<file path="src/rtl/ram_32x32.sv">
// rtl/ram_32x32.sv - 32x32 register-based data memory, synchronous write, combinational read
// Flop storage lets the asynchronous reset clear every word.
module ram_32x32 #(
    parameter int DATA_WIDTH = 32,
    parameter int ADDR_WIDTH = 5,
    parameter int DEPTH      = 32
) (
    input  logic                  i_clk,
    input  logic                  i_rst_n,
    input  logic                  i_we,
    input  logic [ADDR_WIDTH-1:0] i_addr,
    input  logic [DATA_WIDTH-1:0] i_data,
    output logic [DATA_WIDTH-1:0] o_data
);

    logic [DATA_WIDTH-1:0] mem [DEPTH];

    always_ff @(posedge i_clk or negedge i_rst_n) begin
        if (!i_rst_n) begin
            for (int i = 0; i < DEPTH; i++) begin
                mem[i] <= '0;
            end
        end else if (i_we) begin
            mem[i_addr] <= i_data;
        end
    end

    // Read-through of the stored word only; i_data is never bypassed.
    assign o_data = mem[i_addr];

endmodule

</file>
<file path="config.mk">
export PLATFORM = sky130hd
export DESIGN_NAME = ram_32x32
export DESIGN_NICKNAME = d
export VERILOG_FILES = /design/src/rtl/ram_32x32.sv
export SDC_FILE = /design/constraint.sdc
export NUM_CORES = 1
export LEC_CHECK = 0
export CORE_MARGIN = 1
export CORE_UTILIZATION = 56
export DETAILED_ROUTE_END_ITERATION = 7
export PLACE_DENSITY_LB_ADDON = 0.1
export SLEW_MARGIN = 5
export SYNTH_ARGS = -nofsm -noshare
export SYNTH_HDL_FRONTEND = slang
export SYNTH_SLANG_ARGS = --single-unit
</file>
<file path="constraint.sdc">
create_clock -name i_clk -period 4.38 [get_ports i_clk]
set_input_delay 0.876 -clock i_clk [delete_from_list [all_inputs] [get_ports i_clk]]
set_output_delay 0.876 -clock i_clk [all_outputs]
set_load 0.03 [all_outputs]
</file>
==> impl_results.md <==
* Compound-cell area share of the yosys netlist at 3.45%
* Multi-input gate area at 19600 sq um
* Most used cell, CP: buf_4
* Worst EP required at 3.50 ns
* CTS tree: built
* Die area at 84000 sq um
* Total congestion overflow at 0
* Fin. Hold Viols at 0
* Wire per inst at 29.1 microns
* Largest net degree at the start of global routing at 101
* Simple-Gate Fraction of Synth Area at 2.17%
* Chip height at 290 microns
* Final setup viols at 0
* Synth Cell Area at 46400 sq um
* Fillers at 6036
* Slew headroom at 14.1%
* Period utilization at 99.1%
* Routed vias/inst at 6.37
* Slew Limit Fails at 0
* Fin crit period at 4.34 ns
* TritonCTS Buffers at 107
* LEAKAGE at 24.9 nW
* Syn. warnings at 0
* Drt drc at 0
* Buf/Inv on CP at 4
* FF/Latch Area at 25600 sq um
* Port buffer count at 71
* FF-to-FF End: mem[838]
* Antenna-violating nets left at 0
* Fraction of layout cells with a size suffix above 1 at 41.5%
* XOR/XNOR Fraction of Synth Area at 0%
* Skew-Pair Late Insertion Delay at 0.66 ns
* R2R Setup Slk at 3.57 ns
* Flops & latches, synth at 1024
* Startpoint Class: primary input
* CP Capture Type: primary output
* Die width at 290 microns
* Yosys cell types at 32
* R2R depth at 1
* Area grow syn2layout at 14.9%
* CP peak stage delay at 0.63 ns
* Clk sink count at 1024
* Seq/Total Area, Yosys at 55.2%
* IO Pins at 72
* Initial core utilization at 56.6%
* Crit-path max FO at 12
* DP HPWL at 81.5 mm
* Critical Setup Path Class: primary input to primary output
* Worst-case clock buffer depth at 3
* Mean post-synth cell area at 14.1 sq um
* DR vias at 28700
* Critical path capture point: o_data[24]
* R2r startpoint: mem[838]
* Critical path's slowest cell: clkdlybuf4s50_1
* Synth Instances at 3295
* Min-Delay Path Class: primary input to async pin
* Nets@finish at 3381
* Layout Skew at 0 ns
* Final GP Congestion at 0.842
* Area share of fa/ha/maj cells after synthesis at 0%
* DR pass1 iterations at 5
* Core Area at 82000 sq um
* Max Clk Rate at 230 MHz
* Final WL at 131 mm
* Initial DRC Count at 2016
* Critical-path cell list: clkdlybuf4s50_1 > buf_4 > nand4b_1 > buf_4 > o22ai_1 > nor4_1 > nand2_1 > buf_12
* Arrival time at the worst endpoint at 3.46 ns
* Final non-filler cell total at 4503
* Initial antenna violation count at 6
* Max reg flops at 1024
* Final design utilization at 65.0%
* TNS Setup at 0 ns
* Most flops, register: mem
* First-pass GRT wire length at 199 mm
* Worst setup startpoint: i_addr[4]
* Pwr Density at 482 nW/um^2
* Syn_nets at 3335
* Peak VDD IR at 0.000405 V
* # Max-Cap Violations at 0
* Htree depth at 3
* Vias in the first global route at 30500
* Family with the most delay on the worst path: buffers and inverters
* RSZ-0062 raised after global routing: no
* Root buffer cell: clkbuf_16
* Total power draw at 25.7 mW
* Row count at 105
* All-Layer GR Usage at 31.6%
* Mux share of post-synthesis cell area at 35.9%
* Largest family of logic cells by synthesized area: multiplexers
* Largest regs: mem x1024
* Slew @ Worst Pin at 1.28 ns
* Status: complete, no violations
* Clock transition at the registers of the reported paths at 0.06 ns
* # placed instances at 4302
* Number of cells on the critical path at 8
## Yosys cell counts
library cell / instances / area, sq um
dfrtp_1: 1024 / 25600
mux2_2: 971 / 10900
mux2i_1: 512 / 5120
o22ai_1: 256 / 1600
buf_2: 144 / 721
clkbuf_1: 139 / 522
nor4_1: 64 / 400
mux2_1: 53 / 597
nand2_1: 46 / 173
buf_4: 31 / 233
nor2_2: 13 / 81.3
nand4bb_1: 6 / 67.6
nand3_1: 4 / 20.0
nand4b_1: 4 / 35.0
nor3_2: 4 / 40.0
nor3b_2: 3 / 37.5
or4b_1: 3 / 30.0
clkbuf_2: 2 / 10.0
nand3_2: 2 / 20.0
nand3b_2: 2 / 22.5
and3_1: 1 / 6.26
and3b_1: 1 / 8.76
buf_1: 1 / 3.75
buf_6: 1 / 11.3
nand3b_1: 1 / 7.51
nand4_1: 1 / 6.26
nor2_1: 1 / 3.75
nor3_4: 1 / 16.3
or2_2: 1 / 6.26
or3b_1: 1 / 8.76
or4_1: 1 / 7.51
or4b_2: 1 / 10.0
## per-stage QoR
stage | hold WS [ns] | setup WS, ns | cell area [sq um]
floorplan | 0.457 | 1.12 | 46400
global placement | 0.467 | -0.0314 | 49600
detailed placement | 0.474 | -0.0411 | 49600
CTS | 0.322 | 0.00847 | 53200
global route | 0.343 | 0.00418 | 53300
finish | 0.288 | 0.0416 | 53300
## worst min path at each step
stage | endpoint | slack (ns) | cells after the start
2_1_floorplan | mem[198] | 0.46 | 1
3_5_place_dp | mem[634] | 0.47 | 1
5_1_grt | mem[310] | 0.34 | 1
6_report | mem[310] | 0.29 | 1
3_3_place_gp | mem[632] | 0.47 | 1
4_1_cts | mem[310] | 0.32 | 1
## routing by layer
layer	GRT usage (%)	share of wire [%]	vias to the layer above
li1	-	-	12200
met1	42.7	42	15200
met2	51.3	48	935
met3	5.35	6.2	296
met4	12.0	3.6	4
met5	0	0.021	-
## cells by family (layout without fill, tap and decap cells)
logic type             count (synthesis)  count (layout)
AO/OA/AOI/OAI                        256             256
buffers and inverters                318             451
flip-flops                          1024            1024
multiplexers                        1536            1536
other                                  0               5
AND/OR/NAND/NOR                      161             161
## final cells by class
type / count / area share (%)
Timing Repair Buffer: 255 / 5.89
Clock buffer: 171 / 6.26
Tap cell: 1070 / 2.51
Sequential cell: 1024 / 48.1
Multi-Input combinational cell: 1953 / 36.7
Clock inverter: 25 / 0.545
Antenna cell: 5 / 0.0235
## layout by cell type (no fill, tap or decap), types with 2 or more instances in the layout
cell / synthesis / final
nor4_2: 0 / 9
nor2_4: 0 / 12
or4b_2: 1 / 4
clkinv_2: 0 / 17
mux2i_1: 512 / 512
dfrtp_1: 1024 / 1024
buf_12: 0 / 91
clkdlybuf4s50_1: 0 / 34
mux2_2: 971 / 971
nand3b_2: 2 / 2
buf_2: 144 / 3
clkbuf_8: 0 / 33
bufinv_16: 0 / 5
nor3b_2: 3 / 3
nand2_2: 0 / 12
diode_2: 0 / 5
nand3_2: 2 / 6
nand4bb_4: 0 / 6
o22ai_1: 256 / 256
nor4_1: 64 / 55
nor3_4: 1 / 4
nand2_1: 46 / 34
nand4b_1: 4 / 4
clkbuf_16: 0 / 111
clkbuf_1: 139 / 27
mux2_1: 53 / 53
buf_4: 31 / 126
## timing repair
action                                  4_1_cts  5_1_grt
resized for setup                             1        9
endpoints found under the setup margin        1        9
hold buffers                                  0        0
pin swaps                                     0        0
setup buffers                                 0        0
gates cloned                                  0        0
## power by group
group / leakage, nW / total [mW] / switching, mW / internal, mW
Combinational: 10.1 / 4.25 / 1.94 / 2.31
Clock: 1.80 / 9.20 / 3.72 / 5.48
Sequential: 13.1 / 12.2 / 0.935 / 11.3
Total: 24.9 / 25.7 / 6.59 / 19.1
(Power assumes the default switching activity.)
